[config.mk]
export PLATFORM = sky130hd
export DESIGN_NAME = mem_wb_pipe
export DESIGN_NICKNAME = d
export VERILOG_FILES = /design/src/rtl/mem_wb_pipe.sv
export SDC_FILE = /design/constraint.sdc
export NUM_CORES = 1
export LEC_CHECK = 0
export CAP_MARGIN = 20
export CORE_UTILIZATION = 53
export DETAILED_ROUTE_END_ITERATION = 6
export GPL_TIMING_DRIVEN = 0
export PLACE_DENSITY_LB_ADDON = 0.1
export SLEW_MARGIN = 25
export SYNTH_ARGS = -nofsm -noshare
export SYNTH_HDL_FRONTEND = slang
export SYNTH_SLANG_ARGS = --single-unit
[constraint.sdc]
create_clock -name clk -period 5.5 [get_ports clk]
set_input_delay 1.375 -clock clk [delete_from_list [all_inputs] [get_ports clk]]
set_output_delay 1.375 -clock clk [all_outputs]
set_load 0.05 [all_outputs]
[src/rtl/mem_wb_pipe.sv]
// mem_wb_pipe: MEM->WB pipeline stage with N writeback lanes, valid/ready handshake,
// flush, optional 2-entry skid buffer, r0 and same-cycle conflict filtering, retire counter.
`default_nettype none

module mem_wb_pipe #(
  parameter int LANES  = 2,
  parameter int DATA_W = 32,
  parameter int ADDR_W = 5,
  parameter int SKID   = 1,
  parameter int CNT_W  = 32
) (
  input  logic                      clk,
  input  logic                      rst,
  input  logic                      flush,
  input  logic                      mem_valid,
  output logic                      mem_ready,
  input  logic [LANES*DATA_W-1:0]   mem_reg_write_data,
  input  logic [LANES*ADDR_W-1:0]   mem_reg_write_addr,
  input  logic [LANES-1:0]          mem_reg_write_en,
  output logic                      wb_valid,
  input  logic                      wb_ready,
  output logic [LANES*DATA_W-1:0]   wb_reg_write_data,
  output logic [LANES*ADDR_W-1:0]   wb_reg_write_addr,
  output logic [LANES-1:0]          wb_reg_write_en,
  output logic [CNT_W-1:0]          wb_retire_cnt
);

  typedef enum logic [1:0] {
    EMPTY = 2'd0,
    MAIN  = 2'd1,
    BOTH  = 2'd2
  } state_t;

  logic [LANES*DATA_W-1:0] held_data;
  logic [LANES*ADDR_W-1:0] held_addr;
  logic [LANES-1:0]        held_en;
  logic                    held_valid;
  logic                    accept;
  logic                    consume;
  logic [LANES-1:0]        eff_en;
  logic [CNT_W-1:0]        retire_add;
  logic [CNT_W-1:0]        retire_cnt;

  assign accept  = mem_valid & mem_ready & ~flush;
  assign consume = held_valid & wb_ready;

  generate
    if (SKID != 0) begin : g_skid
      state_t                  state;
      logic                    ready_q;
      logic [LANES*DATA_W-1:0] main_data, skid_data;
      logic [LANES*ADDR_W-1:0] main_addr, skid_addr;
      logic [LANES-1:0]        main_en, skid_en;

      // ready_q is kept equal to (state != BOTH) so mem_ready is a pure flop output.
      always_ff @(posedge clk) begin
        if (rst) begin
          state     <= EMPTY;
          ready_q   <= 1'b1;
          main_data <= '0;
          main_addr <= '0;
          main_en   <= '0;
          skid_data <= '0;
          skid_addr <= '0;
          skid_en   <= '0;
        end else if (flush) begin
          state   <= EMPTY;
          ready_q <= 1'b1;
        end else begin
          case (state)
            EMPTY: begin
              if (accept) begin
                main_data <= mem_reg_write_data;
                main_addr <= mem_reg_write_addr;
                main_en   <= mem_reg_write_en;
                state     <= MAIN;
              end
            end
            MAIN: begin
              if (accept && !consume) begin
                skid_data <= mem_reg_write_data;
                skid_addr <= mem_reg_write_addr;
                skid_en   <= mem_reg_write_en;
                state     <= BOTH;
                ready_q   <= 1'b0;
              end else if (accept && consume) begin
                main_data <= mem_reg_write_data;
                main_addr <= mem_reg_write_addr;
                main_en   <= mem_reg_write_en;
              end else if (consume) begin
                state <= EMPTY;
              end
            end
            BOTH: begin
              if (consume) begin
                main_data <= skid_data;
                main_addr <= skid_addr;
                main_en   <= skid_en;
                state     <= MAIN;
                ready_q   <= 1'b1;
              end
            end
            default: begin
              state   <= EMPTY;
              ready_q <= 1'b1;
            end
          endcase
        end
      end

      assign mem_ready  = ready_q;
      assign held_valid = (state != EMPTY);
      assign held_data  = main_data;
      assign held_addr  = main_addr;
      assign held_en    = main_en;
    end else begin : g_single
      logic                    valid_q;
      logic [LANES*DATA_W-1:0] main_data;
      logic [LANES*ADDR_W-1:0] main_addr;
      logic [LANES-1:0]        main_en;

      always_ff @(posedge clk) begin
        if (rst) begin
          valid_q   <= 1'b0;
          main_data <= '0;
          main_addr <= '0;
          main_en   <= '0;
        end else if (flush) begin
          valid_q <= 1'b0;
        end else if (accept) begin
          valid_q   <= 1'b1;
          main_data <= mem_reg_write_data;
          main_addr <= mem_reg_write_addr;
          main_en   <= mem_reg_write_en;
        end else if (consume) begin
          valid_q <= 1'b0;
        end
      end

      assign mem_ready  = ~valid_q | wb_ready;
      assign held_valid = valid_q;
      assign held_data  = main_data;
      assign held_addr  = main_addr;
      assign held_en    = main_en;
    end
  endgenerate

  // A lane loses to any later lane writing the same register (later = younger in program order).
  always_comb begin
    eff_en     = '0;
    retire_add = '0;
    for (int i = 0; i < LANES; i++) begin
      logic conflict;
      conflict = 1'b0;
      for (int j = i + 1; j < LANES; j++) begin
        if (held_en[j] && (held_addr[j*ADDR_W +: ADDR_W] == held_addr[i*ADDR_W +: ADDR_W]))
          conflict = 1'b1;
      end
      eff_en[i] = held_valid & held_en[i] &
                  (held_addr[i*ADDR_W +: ADDR_W] != '0) & ~conflict;
      retire_add = retire_add + CNT_W'(eff_en[i]);
    end
  end

  always_ff @(posedge clk) begin
    if (rst)
      retire_cnt <= '0;
    else if (consume && !flush)
      retire_cnt <= retire_cnt + retire_add;
  end

  assign wb_valid          = held_valid;
  assign wb_reg_write_data = held_data;
  assign wb_reg_write_addr = held_addr;
  assign wb_reg_write_en   = eff_en;
  assign wb_retire_cnt     = retire_cnt;

endmodule

`default_nettype wire
# Word-level counts from Yosys, hierarchy flattened
# Index checks and enable logic that the tools add are counted.
classes:
  eq_ne: 10
  div: 0
  reduce_logical: 16
  multipliers: 0
  addsub: 2
  n_mux: 25
  shifts: 0
  bitwise_logic: 11
  n_lt_le_gt_ge: 0
ops:
  columns: ["operator", "n"]
  rows:
  - ["64-bit 2-to-1 mux", 4]
  - ["64-bit case mux with 3 select lines", 1]
  - ["10-bit 2-to-1 mux", 4]
  - ["32-bit by 2-bit adder with 32-bit output", 1]
  - ["10-bit case mux with 3 select lines", 1]
  - ["2-bit 2-to-1 mux", 9]
  - ["2-bit case mux with 3 select lines", 2]
  - ["2-bit != test (second input constant)", 5]
  - ["5-bit nonzero test", 2]
  - ["1-bit AND", 8]
  - ["3-bit != test (second input constant)", 2]
  - ["3-bit AND reduction", 2]
  - ["6-bit AND reduction", 1]
  - ["5-bit equality test", 1]
  - ["1-bit logical AND", 4]
  - ["4-bit AND reduction", 1]
  - ["1-bit 2-to-1 mux", 3]
  - ["1-bit inverter", 3]
  - ["1-bit case mux with 3 select lines", 1]
  - ["3-bit nonzero test", 1]
  - ["1-bit by 1-bit adder with 2-bit output", 1]
  - ["2-bit by 1-bit equality test with 1-bit output (second input constant)", 1]
  - ["2-bit equality test (second input constant)", 1]
  - ["1-bit zero test", 2]
  - ["3 further kinds", 3]
totals:
  elab_cells: 73
  latch_bits: 0
  mem_bits_rw: 0
  rom_bits: 0
  ff_bits: 187
  inputBits: 81
  out_inout_bits: 110
  mem_count: 0

# Longest topological paths before layout
logic_depth:
  depth_word: 7
  ltp_mapped: 12
  depth_no_buf: 12

# Worst setup path before layout
# No wires, ideal clock.
synth_timing:
  kind: "reg2reg"
  from: "reg g_skid.main_addr[0], in the netlist wb_reg_write_addr[0]"
  to: "reg retire_cnt[28], in the netlist wb_retire_cnt[28]"
  synth_period_minus_slack_ps: 3186
  setup_time_ps: 70
  arrival_time_ps: 3116
  stages_incl_launch_ff: 13
  t_required_ps: 5430
  path_buffers: 0
  slack_ps: 2314
  cell_sequence: "dfxtp_1 xor2_1 nor4_1 nand3_1 o2111ai_1 fa_1 inv_1 ha_1 and2_1 nand3_1 or4b_4 or3_1 a21oi_1"
synth_via:
  elab_chain_len: 7
  word_cells_on_any_way: 9
  classes_between: "add/sub: 2; eq/ne: 1; mux: 1; bitwise: 3; reduce/logical: 2"
synth_rtl:
  columns: ["element", "line", "source"]
  rows:
  - ["start, declared", "52", "logic [LANES*ADDR_W-1:0] main_addr, skid_addr;"]
  - ["start signal, assigned", "74", "main_addr <= mem_reg_write_addr;"]
  - ["start signal, assigned", "88", "main_addr <= mem_reg_write_addr;"]
  - ["start signal, assigned", "97", "main_addr <= skid_addr;"]
  - ["5-bit equality test", "156", "if (held_en[j] && (held_addr[j*ADDR_W +: ADDR_W] == held_addr[i*ADDR_W +: ADDR_W]))"]
  - ["1-bit logical AND", "156", null]
  - ["1-bit 2-to-1 mux", "156", null]
  - ["1-bit inverter", "160", "(held_addr[i*ADDR_W +: ADDR_W] != '0) & ~conflict;"]
  - ["1-bit AND (*)", "160", null]
  - ["1-bit by 1-bit adder with 2-bit output (*)", "161", "retire_add = retire_add + CNT_W'(eff_en[i]);"]
  - ["32-bit by 2-bit adder with 32-bit output (*)", "169", "retire_cnt <= retire_cnt + retire_add;"]
  - ["end signal, assigned", "169", null]
  - ["end, declared", "42", "logic [CNT_W-1:0] retire_cnt;"]
# Mark *: on every way between the ends. The rest lies on a longest branch, timed or not.
# A chain may end at the register's enable or synchronous reset.

# Worst setup path after layout
layout_timing:
  from: "in wb_ready"
  to: "reg g_skid.main_data[60], in the netlist wb_reg_write_data[60]"
layout_via:
  elab_chain_len: 5
  word_cells_on_any_way: 8
  classes_between: "eq/ne: 3; bitwise: 1; reduce/logical: 4"
layout_rtl:
  columns: ["element", "line", "source"]
  rows:
  - ["start, declared", "21", "input logic wb_ready,"]
  - ["1-bit AND (*)", "45", "assign consume = held_valid & wb_ready;"]
  - ["1-bit zero test", "80", "if (accept && !consume) begin"]
  - ["1-bit logical AND", "80", null]
  - ["2-bit != test (no line)", null, null]
  - ["6-bit AND reduction (no line) (*)", null, null]
  - ["end signal, assigned", "73", "main_data <= mem_reg_write_data;"]
  - ["end signal, assigned", "87", "main_data <= mem_reg_write_data;"]
  - ["end signal, assigned", "96", "main_data <= skid_data;"]
  - ["end, declared", "51", "logic [LANES*DATA_W-1:0] main_data, skid_data;"]
# Marks and branches as above.

==> flow_metrics.tcl <==
set metrics [dict create \
    drc 0 \
    p_leak_nw 4.00 \
    dpl.hpwl_um 14400 \
    synth_area_sq_mm 0.00761 \
    cp-end-kind "flop" \
    htree_levels 4 \
    wl_per_cell_um 15.9 \
    setup_viol 0 \
    drive_above_1_share 0.0344 \
    hold_class "flop to flop" \
    dieHeight_um 122 \
    synth_nets 968 \
    yosysTopAreaCellShare 0.492 \
    fmax_mhz 254 \
    yosysSeqAreaShare 0.492 \
    worstMarginPinSlew_ns 0.874 \
    synthFlopType "dfxtp_1" \
    post_cts_resize_count 0 \
    stdcell_count 1286 \
    async_flop_share 0 \
    fin_crit_ns 3.94 \
    nets 1176 \
    first_pass_iters 6 \
    num_rows 43 \
    drt-initial-drc-count 466 \
    fin_skew_ns 0.00780 \
    cp_max_fo 10 \
    outcome "finished, final reports clean" \
    cpPeakStageDelay_ns 0.56 \
    reg2reg_to "wb_retire_cnt[28]" \
    yosys-top-cells-area "dfxtp_1 49%, mux2i_1 10%, nand2_1 8.3%, a211oi_1 7.6%, nor2_1 5.5%" \
    pwr_density_cell_mw_per_mm2 296 \
    root_buffer "clkbuf_16" \
    period_share 0.716 \
    placed_cell_area_sq_mm 0.00973 \
    crit_buf_inv 3 \
    wirelength_um 20400 \
    start_util 0.546 \
    grt_pass1_vias 6525 \
    grt_antenna_before_repair 0 \
    synth_area_per_cell_sq_um 8.60 \
    relSlewSlack 0.412 \
    ctsHoldBuffers 0 \
    required_ns 5.77 \
    fp.dieArea_sq_mm 0.0148 \
    overflow 0 \
    ff2ff_setup_slack_ns 2.26 \
    clockBufferDepth 2 \
    design_area_sq_mm 0.0103 \
    crit_cells 7 \
    worstSetupEndpoint "wb_reg_write_data[60]" \
    antenna_cells 0 \
    insertion_delay_ns 0.43 \
    io_pins 191 \
    grt_usage 0.281 \
    crit_start "wb_ready" \
    clock_sinks 187 \
    grt_start_max_net_pins 17 \
    via_per_inst 5.43 \
    whs_ns 0.452 \
    ys_warn_count 0 \
    ys_types 37 \
    maxSlewViolCount 0 \
    ys_seq_elements 187 \
    ir_drop_v 0.000208 \
    clkTransAtPathRegs_ns 0.07 \
    synth_top_cell_by_area "dfxtp_1" \
    postRouteAntennaNets 0 \
    cts_buffers 17 \
    core_area_sq_mm 0.0139 \
    cp_cell_sequence "clkdlybuf4s50_1 -> nand2b_1 -> or3b_2 -> a21oi_2 -> clkbuf_1 -> clkbuf_1 -> a211oi_1" \
    reg2reg_depth 11 \
    synth_edf_count 0 \
    grt_pass1_wl_um 32300 \
    portBuffers 189 \
    post_cts_buffers 0 \
    cpMaxStageDelayCell "clkdlybuf4s50_1" \
    dp_cells 1254 \
    arrival_ns 4.21 \
    num_vias 6981 \
    fp.dieW_um 122 \
    max_cap_violations 0 \
    totalPowerFinal_mw 3.05 \
    cp-start-kind "input pin" \
    path_class "input pin to flop" \
    cts_tree "done" \
    hold_viol 0 \
    syn_inst 885 \
    cp_common_cell "clkbuf_1" \
    crit_family "buffers and inverters" \
    area_delta_synth_final_pct 35.4 \
    fin_tns_setup_ns 0 \
    place_congestion 0.864 \
    rsz0062_at_grt "false" \
    rr_startpoint "g_skid.state[1]" \
]
[kinds of logic after synthesis]
family	Yosys count	synth area share
fa+ha+maj	2	0.00427
buf+inv	76	0.0380
mux	77	0.101
simple gates	342	0.190
compound gates	170	0.139
flops	187	0.492
xor+xnor	31	0.0357
[cell type report]
cell class	count	area (sq um)
Sequential cell	187	3740
Inverter	8	30.0
Buffer	68	259
Fill cell	1130	3630
Clock inverter	9	87.6
Multi-Input combinational cell	622	3580
Timing Repair Buffer	189	1890
Tap cell	180	225
Clock buffer	23	488
[where the power goes]
part           total [mW]  switching (mW)  internal [mW]
Clock                1.19           0.520          0.674
Combinational       0.432           0.267          0.165
Sequential           1.43          0.0279           1.40
Total                3.05           0.815           2.24
[registers in the layout (all words and copies together), names as in the netlist]
register           count
mem_ready              1
g_skid.state           2
wb_reg_write_addr     10
wb_retire_cnt         32
g_skid.skid_addr      10
g_skid.skid_en         2
g_skid.skid_data      64
g_skid.main_en         2
wb_reg_write_data     64
[cell usage after synthesis (8+ instances only)]
| library cell | number |
|---|---|
| dfxtp_1 | 187 |
| nor2_1 | 111 |
| clkbuf_1 | 60 |
| mux2i_1 | 76 |
| nand2_1 | 169 |
| a21oi_1 | 81 |
| nor4_1 | 9 |
| xnor2_1 | 20 |
| nor3_1 | 8 |
| xor2_1 | 11 |
| a211oi_1 | 77 |
| inv_1 | 8 |
| o21ai_0 | 8 |
| nand3_1 | 11 |
[worst min path at each step]
stage | slack, ns | depth (start not counted) | from | end
after global placement | 0.44 | 2 | g_skid.skid_addr[2] | g_skid.skid_addr[2]
final | 0.45 | 2 | g_skid.skid_data[27] | g_skid.skid_data[27]
after CTS | 0.45 | 2 | g_skid.skid_data[27] | g_skid.skid_data[27]
after detailed placement | 0.45 | 2 | g_skid.skid_data[27] | g_skid.skid_data[27]
after floorplan | 0.44 | 2 | g_skid.skid_addr[0] | g_skid.skid_addr[0]
after global routing | 0.47 | 2 | g_skid.skid_data[7] | g_skid.skid_data[7]
[placed cells by master, fill, tap and decap left out, types with 5 or more instances in the layout]
cell type / synthesis / final
or4_1: 5 / 5
nand2_1: 169 / 169
mux2i_1: 76 / 76
o21ai_0: 8 / 8
nand3_1: 11 / 11
clkbuf_1: 60 / 62
nor3_1: 8 / 8
nor2_1: 111 / 111
dfxtp_1: 187 / 187
inv_1: 8 / 8
xor2_1: 11 / 11
nor4_1: 9 / 9
clkbuf_16: 0 / 17
clkdlybuf4s50_1: 0 / 189
a21oi_1: 81 / 81
buf_1: 5 / 5
xnor2_1: 20 / 20
a211oi_1: 77 / 77
[through the flow]
stage          utilization  setup WS, ns
3_5_place_dp         0.698          1.15
3_3_place_gp         0.698          1.21
6_report             0.740          1.56
5_1_grt              0.740          1.45
2_1_floorplan            -          2.31
4_1_cts              0.740          1.60
[worst min-delay path, delay by kind of cell, from the launching register on]
kind | cells | cell delay (ns)
flops | 1 | 0.31
simple gates | 1 | 0.05
compound gates | 1 | 0.05
[layer usage]
layer / up-vias / track usage / share of wire
li1: 3444 / - / -
met5: - / 0 / 0
met2: 234 / 0.452 / 0.47
met1: 3275 / 0.366 / 0.44
met4: 0 / 0.0941 / 0.018
met3: 28 / 0.0702 / 0.073
No activity file was read; power rests on OpenSTA's default activity.
